File: src/rtl/spi_wb_controller_if.sv
// spi_wb_controller_if: SPI word-side and Wishbone-side signals of spi_wb_controller
interface spi_wb_if #(
  parameter int ADDR_W = 16
);
  logic [7:0]        rx_data;
  logic              rx_valid;
  logic              rx_ready;
  logic [7:0]        tx_data;
  logic              tx_valid;
  logic              tx_ready;
  logic [ADDR_W-1:0] wb_adr_o;
  logic [31:0]       wb_dat_o;
  logic [31:0]       wb_dat_i;
  logic              wb_we_o;
  logic [3:0]        wb_sel_o;
  logic              wb_cyc_o;
  logic              wb_stb_o;
  logic              wb_ack_i;
  logic              busy;
  logic              err;
  modport master (
    input  rx_data, rx_valid, tx_ready, wb_dat_i, wb_ack_i,
    output rx_ready, tx_data, tx_valid, wb_adr_o, wb_dat_o, wb_we_o, wb_sel_o,
           wb_cyc_o, wb_stb_o, busy, err
  );
  modport slave (
    output rx_data, rx_valid, tx_ready, wb_dat_i, wb_ack_i,
    input  rx_ready, tx_data, tx_valid, wb_adr_o, wb_dat_o, wb_we_o, wb_sel_o,
           wb_cyc_o, wb_stb_o, busy, err
  );
endinterface

File: src/rtl/spi_wb_controller.sv
// spi_wb_controller: SPI byte commands to single 32-bit Wishbone cycles, read data queued to SPI TX.
// Define SPIWB_ACK_TIMEOUT_EN to abort Wishbone cycles that get no ack within ACK_TO clocks.
module spi_wb_controller #(
  parameter int ADDR_W  = 16,
  parameter int BYTE_TO = 270000,
  parameter int ACK_TO  = 255
) (
  input logic      clk,
  input logic      rst,
  spi_wb_if.master bus
);
  localparam int NB = ADDR_W / 8;
  localparam int TW = $clog2(BYTE_TO + 1);
  typedef enum logic [1:0] {IDLE, ADDR, WDATA, WB} state_t;
  state_t            state, state_n;
  logic [3:0]        bcnt;
  logic [TW-1:0]     tcnt;
  logic [ADDR_W-1:0] adr;
  logic [31:0]       dat, q, q_n;
  logic [2:0]        cnt, cnt_n;
  logic [7:0]        tx_data;
  logic              we, err, tx_ready_q, byte_to, ack_to, done, rd_ack, pop, err_set, err_clr;
  assign byte_to = (state == ADDR || state == WDATA) && !bus.rx_valid && tcnt == TW'(BYTE_TO - 1);
  assign done    = state == WB && (bus.wb_ack_i || ack_to);
  always_comb begin
    state_n = state;
    case (state)
      IDLE:    state_n = bus.rx_valid && (bus.rx_data == 8'h01 || bus.rx_data == 8'h02) ? ADDR : IDLE;
      ADDR:    state_n = bus.rx_valid && bcnt == 4'(NB - 1) ? (we ? WDATA : WB) : byte_to ? IDLE : ADDR;
      WDATA:   state_n = bus.rx_valid && bcnt == 4'd3 ? WB : byte_to ? IDLE : WDATA;
      default: state_n = done ? IDLE : WB;
    endcase
  end
  always_ff @(posedge clk or posedge rst)
    if (rst) state <= IDLE;
    else state <= state_n;
`ifdef SPIWB_ACK_TIMEOUT_EN
  localparam int AW = $clog2(ACK_TO + 1);
  logic [AW-1:0] acnt;
  always_ff @(posedge clk or posedge rst)
    if (rst) acnt <= '0;
    else acnt <= state == WB && !bus.wb_ack_i ? acnt + AW'(1) : '0;
  assign ack_to = state == WB && !bus.wb_ack_i && acnt == AW'(ACK_TO - 1);
`else
  // never fires; the ack-wait is unbounded in this build
  assign ack_to = 1'b0 && ACK_TO != 0;
`endif
  assign err_set = byte_to || ack_to || (state == WB && bus.rx_valid);
  assign err_clr = state == IDLE && bus.rx_valid && bus.rx_data == 8'h03;
  always_ff @(posedge clk or posedge rst)
    if (rst) begin
      bcnt <= '0;
      tcnt <= '0;
      adr  <= '0;
      dat  <= '0;
      we   <= 1'b0;
      err  <= 1'b0;
    end else begin
      bcnt <= state_n != state || state == IDLE ? '0 : bcnt + {3'b000, bus.rx_valid};
      tcnt <= bus.rx_valid || !(state == ADDR || state == WDATA) ? '0 : tcnt + TW'(1);
      we   <= state == IDLE && bus.rx_valid ? bus.rx_data == 8'h01 : done ? 1'b0 : we;
      if (state == ADDR && bus.rx_valid) adr <= ADDR_W'({adr, bus.rx_data});
      if (state == WDATA && bus.rx_valid) dat <= {dat[23:0], bus.rx_data};
      err  <= err_set ? 1'b1 : err_clr ? 1'b0 : err;
    end
  // a read completion overrides a simultaneous pop and any undrained bytes
  assign rd_ack = done && !we;
  assign pop    = tx_ready_q && !bus.tx_ready && cnt != 3'd0;
  assign q_n    = rd_ack ? (bus.wb_ack_i ? bus.wb_dat_i : 32'hDEADBEEF) : pop ? {q[23:0], 8'h00} : q;
  assign cnt_n  = rd_ack ? 3'd4 : pop ? cnt - 3'd1 : cnt;
  always_ff @(posedge clk or posedge rst)
    if (rst) begin
      q          <= '0;
      cnt        <= '0;
      tx_data    <= '0;
      tx_ready_q <= 1'b0;
    end else begin
      q          <= q_n;
      cnt        <= cnt_n;
      tx_ready_q <= bus.tx_ready;
      if (!bus.tx_ready) tx_data <= cnt_n != 3'd0 ? q_n[31:24] : {state != IDLE, err, 3'b000, cnt_n};
    end
  assign bus.rx_ready = state != WB;
  assign bus.tx_data  = tx_data;
  assign bus.tx_valid = 1'b1;
  assign bus.wb_adr_o = adr;
  assign bus.wb_dat_o = dat;
  assign bus.wb_we_o  = we;
  assign bus.wb_cyc_o = state == WB;
  assign bus.wb_stb_o = state == WB;
  assign bus.wb_sel_o = {4{state == WB}};
  assign bus.busy     = state != IDLE;
  assign bus.err      = err;
endmodule

File: src/flat_wrapper.sv
// flat-port wrapper written by rule: the top's interface ports become plain ports
module spi_wb_controller_flat 
#(
  parameter int ADDR_W  = 16,
  parameter int BYTE_TO = 270000,
  parameter int ACK_TO  = 255
)
  (clk, rst, bus_rx_data, bus_rx_valid, bus_tx_ready, bus_wb_dat_i, bus_wb_ack_i, bus_rx_ready, bus_tx_data, bus_tx_valid, bus_wb_adr_o, bus_wb_dat_o, bus_wb_we_o, bus_wb_sel_o, bus_wb_cyc_o, bus_wb_stb_o, bus_busy, bus_err);
  spi_wb_if #(.ADDR_W(ADDR_W)) bus_i ();
  input logic clk;
  input logic rst;
  input wire logic [$bits(bus_i.rx_data)-1:0] bus_rx_data;
  input wire logic [$bits(bus_i.rx_valid)-1:0] bus_rx_valid;
  input wire logic [$bits(bus_i.tx_ready)-1:0] bus_tx_ready;
  input wire logic [$bits(bus_i.wb_dat_i)-1:0] bus_wb_dat_i;
  input wire logic [$bits(bus_i.wb_ack_i)-1:0] bus_wb_ack_i;
  output wire logic [$bits(bus_i.rx_ready)-1:0] bus_rx_ready;
  output wire logic [$bits(bus_i.tx_data)-1:0] bus_tx_data;
  output wire logic [$bits(bus_i.tx_valid)-1:0] bus_tx_valid;
  output wire logic [$bits(bus_i.wb_adr_o)-1:0] bus_wb_adr_o;
  output wire logic [$bits(bus_i.wb_dat_o)-1:0] bus_wb_dat_o;
  output wire logic [$bits(bus_i.wb_we_o)-1:0] bus_wb_we_o;
  output wire logic [$bits(bus_i.wb_sel_o)-1:0] bus_wb_sel_o;
  output wire logic [$bits(bus_i.wb_cyc_o)-1:0] bus_wb_cyc_o;
  output wire logic [$bits(bus_i.wb_stb_o)-1:0] bus_wb_stb_o;
  output wire logic [$bits(bus_i.busy)-1:0] bus_busy;
  output wire logic [$bits(bus_i.err)-1:0] bus_err;
  assign bus_i.rx_data = bus_rx_data;
  assign bus_i.rx_valid = bus_rx_valid;
  assign bus_i.tx_ready = bus_tx_ready;
  assign bus_i.wb_dat_i = bus_wb_dat_i;
  assign bus_i.wb_ack_i = bus_wb_ack_i;
  assign bus_rx_ready = bus_i.rx_ready;
  assign bus_tx_data = bus_i.tx_data;
  assign bus_tx_valid = bus_i.tx_valid;
  assign bus_wb_adr_o = bus_i.wb_adr_o;
  assign bus_wb_dat_o = bus_i.wb_dat_o;
  assign bus_wb_we_o = bus_i.wb_we_o;
  assign bus_wb_sel_o = bus_i.wb_sel_o;
  assign bus_wb_cyc_o = bus_i.wb_cyc_o;
  assign bus_wb_stb_o = bus_i.wb_stb_o;
  assign bus_busy = bus_i.busy;
  assign bus_err = bus_i.err;
  spi_wb_controller #(.ADDR_W(ADDR_W), .BYTE_TO(BYTE_TO), .ACK_TO(ACK_TO)) u_core (.clk(clk), .rst(rst), .bus(bus_i));
endmodule
File: config.mk
export PLATFORM = sky130hd
export DESIGN_NAME = spi_wb_controller_flat
export DESIGN_NICKNAME = d
export VERILOG_FILES = /design/src/rtl/spi_wb_controller_if.sv /design/src/rtl/spi_wb_controller.sv /design/src/flat_wrapper.sv
export SDC_FILE = /design/constraint.sdc
export NUM_CORES = 1
export LEC_CHECK = 0
export BUFFER_PORTS_ARGS = -buffer_cell sky130_fd_sc_hd__buf_2
export CORE_ASPECT_RATIO = 2
export CORE_UTILIZATION = 50
export DETAILED_ROUTE_END_ITERATION = 16
export PLACE_DENSITY = 0.74
export SLEW_MARGIN = 20
export SYNTH_ARGS = -nofsm -noshare
export SYNTH_HDL_FRONTEND = slang
export SYNTH_SLANG_ARGS = --single-unit
export TNS_END_PERCENT = 1
File: constraint.sdc
create_clock -name clk -period 6.9 [get_ports clk]
set_input_delay 1.035 -clock clk [delete_from_list [all_inputs] [get_ports clk]]
set_output_delay 1.035 -clock clk [all_outputs]
set_load 0.03 [all_outputs]
Yosys cells after proc, flatten, opt, wreduce, memory -nomap -nowiden:

Index checks and enable logic that the tools add are counted.

* output and inout bits: 67
* logic and storage cells: 76
* input port bits: 45
* bits in registers: 119

* reduce and logical (&&, ||, !) cells: 30
* multiplexer cells: 20
* $add $sub $neg: 3
* equal/unequal tests: 11

Operators with widths (count)
* 32-bit two-way mux: 3
* 19-bit by 1-bit adder with 19-bit output (second input constant): 1
* 19-bit equality test (second input constant): 1
* 19-bit two-way mux: 1
* 8-bit by 2-bit equality test with 1-bit output (second input constant): 2
* 1-bit logical AND: 14
* 8-bit by 1-bit equality test with 1-bit output (second input constant): 1
* 2-bit two-way mux: 4
* 8-bit two-way mux: 1
* 2-bit nonzero test: 4
* 1-bit two-way mux: 7
* 3-bit two-way mux: 2
* 2-bit case mux with 3 select lines: 1
* 3-bit nonzero test: 2
* 1-bit logical OR: 5
* 4-bit by 1-bit adder with 4-bit output: 1
* 2-bit equality test (second input constant): 2
* 4-bit by 1-bit equality test with 1-bit output (second input constant): 1
* 4-bit by 2-bit equality test with 1-bit output (second input constant): 1
* 1-bit zero test: 4
* 4-bit two-way mux: 1
* 3-bit by 1-bit subtractor with 3-bit output (second input constant): 1
* 2-bit by 1-bit equality test with 1-bit output (second input constant): 1
* 2-bit zero test: 1
* 2 further kinds: 2

Logic depth before layout (Yosys ltp):

* depth after elaboration: 10
* mapped depth: 9
* mapped depth without buffers: 8

Worst setup path after synthesis:

Ideal clock, no wire load.

* path type: input to register
* start: in bus_tx_ready
* end: reg u_core.tx_data[0] (netlist: u_core.bus.tx_data[0])
* path buffers: 1
* cell stages on the path: 6
* path slack: 4269 ps
* setup time: 121 ps
* arrival: 2510 ps
* data required time: 6779 ps
* cells stage by stage: nor3b_1 clkbuf_1 nand4_1 a21o_1 nor2b_1 a22o_1

* word-level cells in the longest chain between the ends: 7
* elaborated cells between the ends (all ways): 9
* those cells by class: 5 x mux; 4 x reduce/logical

Ends and longest elaborated chain
* from (decl): line flat_wrapper.sv:14 `input wire logic [$bits(bus_i.tx_ready)-1:0] bus_tx_ready;`
* 1-bit zero test: line spi_wb_controller.sv:68 `assign pop = tx_ready_q && !bus.tx_ready && cnt != 3'd0;`
* 1-bit logical AND (2 in series): line spi_wb_controller.sv:68
* 3-bit two-way mux (2 in series): line spi_wb_controller.sv:70 `assign cnt_n = rd_ack ? 3'd4 : pop ? cnt - 3'd1 : cnt;`
* 3-bit nonzero test: line spi_wb_controller.sv:81 `if (!bus.tx_ready) tx_data <= cnt_n != 3'd0 ? q_n[31:24] : {state != IDLE, err, 3'b000, cnt_n};`
* 8-bit two-way mux: line spi_wb_controller.sv:81
* to (signal assigned): line spi_wb_controller.sv:81
* to (decl): line spi_wb_controller.sv:21 `logic [7:0] tx_data;`

Parallel ways exist; a longest one is shown, timed or not. The select of a mux whose other input is x is not followed.
A chain may end at the register's enable or synchronous reset.

Worst setup path after layout:

* start: in bus_rx_valid
* end: reg u_core.bcnt[1]

* word-level cells in the longest chain between the ends: 9
* elaborated cells between the ends (all ways): 16
* those cells by class: 1 x add/sub; 1 x eq/ne; 7 x mux; 7 x reduce/logical

Ends and longest elaborated chain
* from (decl): line flat_wrapper.sv:13 `input wire logic [$bits(bus_i.rx_valid)-1:0] bus_rx_valid;`
* 1-bit zero test: line spi_wb_controller.sv:23 `assign byte_to = (state == ADDR || state == WDATA) && !bus.rx_valid && tcnt == TW'(BYTE_TO - 1);`
* 1-bit logical AND (2 in series): line spi_wb_controller.sv:23
* 1-bit two-way mux or 2-bit two-way mux (tied branches): line spi_wb_controller.sv:29, spi_wb_controller.sv:30
* 2-bit two-way mux, on equally long branches: line spi_wb_controller.sv:29, spi_wb_controller.sv:30
* 2-bit case mux with 3 select lines: line spi_wb_controller.sv:27 `case (state)`
* 2-bit inequality test: line spi_wb_controller.sv:59 `bcnt <= state_n != state || state == IDLE ? '0 : bcnt + {3'b000, bus.rx_valid};`
* 1-bit logical OR: line spi_wb_controller.sv:59
* 4-bit two-way mux *: line spi_wb_controller.sv:59
* to (signal assigned): line spi_wb_controller.sv:59
* to (decl): line spi_wb_controller.sv:16 `logic [3:0] bcnt;`

Every way passes the cells marked *; elsewhere a longest branch is shown, timed or not.

==> reports/qor.yml <==
worst_setup_path_end_kind: "register"
worst_pin_slew_ns: 0.794
diodes: 0
slew_headroom_pct: 46.6
synth-seq-cells: 119
path_clk_slew_ns: 0.06
p_int_w: 0.00179
boundaryPins: 112
cts_tree: "done"
grt_pass1_vias: 3719
crit_required_ns: 7.18
drt-pass1-iter-count: 4
drt-initial-drc-count: 271
power_density_nw_per_um2: 449
holdPathStages: 1
synth_fp_nets: 482
setup_viol: 0
synth_cell_types: 49
slowest_stage: "a2111oi_1"
min_to: "u_core.tcnt[0]$_DFF_PP0_"
status: "finished clean"
fp.dieArea_um2: 10900
syn_inst: 428
holdWs_ns: 0.495
synthTopCellsByArea: "dfrtp_1 (57%), mux2_2 (11%), mux2i_1 (4.8%), nand2_1 (2.7%), a22o_1 (2.3%)"
pre_cts_ws_ns: 3.79
vias: 3639
coreArea_um2: 10100
worstPathArrival_ns: 2.89
grt_usage_pct: 22.1
max-vdd-ir-drop_mv: 0.232
ant_nets: 0
fin_setup_tns_ns: 0
cpPeakStageDelay_ns: 0.43
synth-main-ff-cell: "dfrtp_1"
synth_area_um2: 5230
path_class: "primary input to register"
ys_top_cells_by_count: "dfrtp_1 (119), mux2_2 (51), nand2_1 (38)"
drv_slew: 0
synth-edff-count: 0
switching_share_pct: 38.2
reg2reg_depth: 8
grt_max_degree: 83
wl_per_cell_um: 16.4
p_clk_share_pct: 28.2
grt_pass1_wl_um: 18000
rsz0062_at_grt: "false"
synth_top_area_cell: "dfrtp_1"
yosysSeqAreaShare_pct: 57.0
start_util_pct: 51.5
min_from: "u_core.tcnt[0]$_DFF_PP0_"
clock_latency_ns: 0.41
fmaxAchievable_mhz: 383
io_buffer_count: 110
p_comb_share_pct: 34.4
route.final.wire_length_um: 11200
drive_above_1_share_pct: 37.7
cts-buffers-inserted: 17
antenna_found_initial: 0
r2r_slack_ns: 4.34
r2r_end: "u_core.bcnt[1]$_DFF_PP0_"
synth_most_common_cell: "dfrtp_1"
die_w_um: 74.3
cts_setup_buffers: 0
grt_overflow: 0
cts-root-buf: "clkbuf_16"
cts_resized: 0
die_y_um: 147
fin_worst_skew_ns: 0.00536
maxCapViolCount: 0
power.sequential.fraction_pct: 37.4
cp_cell_sequence: "buf_2, nand2_1, buf_4, nor4_1, o31a_2, or3_4, a2111oi_1"
r2r-start: "u_core.state[0]$_DFF_PP0_"
cts_max_level: 4
dp_hpwl_um: 7820
yosys.area.top_type_share_pct: 57.0
finalHoldViolCount: 0
cts.hold.buffers_added: 0
nets: 592
path_max_fanout: 33
worst_setup_path_start_kind: "primary input"
area.growth.synth_to_final_pct: 23.4
hp-class: "register to register"
cts_sinks: 119
vias_per_cell: 5.30
worst_slack_ns: 4.29
yosys_warnings: 0
gp_congestion: 0.805
min_period_ns: 2.61
clk_path_buf_depth: 2
std_cell_rows: 52
async_flop_share_pct: 100
drcViolationCount: 0
syn-mean-instance-area_um2: 12.2
netSwitchingPower_w: 0.00111
finalCritPeriodShare_pct: 37.8
cellLeakagePower_nw: 3.09
[metrics by stage]
| stage | util (%) | power (W) | area, um2 | cells |
|---|---|---|---|---|
| after floorplan | - | 0.00179 | 5230 | 428 |
| after global placement | 57.8 | 0.00205 | 5860 | 653 |
| after detailed placement | 57.8 | 0.00209 | 5860 | 653 |
| after CTS | 63.2 | 0.00291 | 6420 | 685 |
| after global routing | 63.5 | 0.00305 | 6450 | 686 |
| final | 63.5 | 0.00290 | 6450 | 686 |
[worst max path at each step]
| stage | startpoint | end | depth (start not counted) |
|---|---|---|---|
| 2_1_floorplan | rst | u_core.bcnt[0]$_DFF_PP0_ | 1 |
| 3_3_place_gp | bus_wb_ack_i | u_core.bus.tx_data[7]$_DFFE_PP0N_ | 6 |
| 3_5_place_dp | bus_wb_ack_i | u_core.bus.tx_data[7]$_DFFE_PP0N_ | 6 |
| 4_1_cts | u_core.state[0]$_DFF_PP0_ | u_core.bus.tx_data[7]$_DFFE_PP0N_ | 6 |
| 5_1_grt | u_core.cnt[0]$_DFF_PP0_ | u_core.bus.tx_data[2]$_DFFE_PP0N_ | 9 |
| 6_report | bus_rx_valid | u_core.bcnt[1]$_DFF_PP0_ | 7 |
[registers in the layout, indices dropped and copies added, names as in the netlist]
name / count
u_core.bus.wb_dat_o: 32
u_core.bus.wb_we_o: 1
u_core.state: 2
u_core.bus.tx_data: 8
u_core.tx_ready_q: 1
u_core.cnt: 3
u_core.q: 32
u_core.tcnt: 19
u_core.bus.err: 1
u_core.bus.wb_adr_o: 16
u_core.bcnt: 4
[critical path: cells and delay by family]
kind                   cells  cell delay (ns)
AOI/OAI and AO/OA          2             0.78
buffers and inverters      2             0.53
and+or+nand+nor            3             0.51
[power groups by stage]
stage	clock network (W)	registers, W	logic (W)
floorplan	0	0.00137	0.000411
global placement	0	0.00108	0.000969
detailed placement	0	0.00110	0.000995
CTS	0.000827	0.00109	0.00100
global route	0.000867	0.00111	0.00107
finish	0.000817	0.00109	0.000996
[cell type report]
class,count,area (um2)
Multi-Input combinational cell,270,2080
Clock inverter,15,130
Sequential cell,119,2980
Fill cell,830,3700
Clock buffer,17,425
Inverter,16,62.6
Tap cell,135,169
Timing Repair Buffer,114,604
[layer usage]
layer / up-vias / share of wire (%) / GRT usage, %
met2: 94 / 55 / 38.0
met4: 0 / 2.7 / 10.3
li1: 1711 / - / -
met1: 1810 / 39 / 24.5
met5: - / 0 / 0
met3: 24 / 3.5 / 5.94
[cells by family (layout without fill, tap and decap cells)]
logic type	after synthesis	after routing	synth area share (%)
compound gates	55	55	7.23
simple gates	107	107	10.6
mux	77	77	16.0
other cells	1	1	0.0718
buf+inv	39	162	3.42
xor+xnor	21	21	3.52
flops	119	119	57.0
fa+ha+maj	9	9	2.16
[layout by cell type, fill, tap and decap left out, types with 3 or more instances in the layout]
master	n
ha_1	9
mux2i_1	25
clkinv_2	4
nor2_1	24
inv_1	15
o21ai_0	20
a22o_1	14
clkinvlp_4	6
o21ai_1	7
xor2_1	9
mux2_2	51
clkbuf_16	17
buf_2	110
dfrtp_1	119
nand2_1	38
or4_1	3
nor3_1	3
xnor2_1	12
a2111oi_1	4
and3_1	3
nand3_1	11
nor4_1	4
No activity file was read; power rests on OpenSTA's default activity.
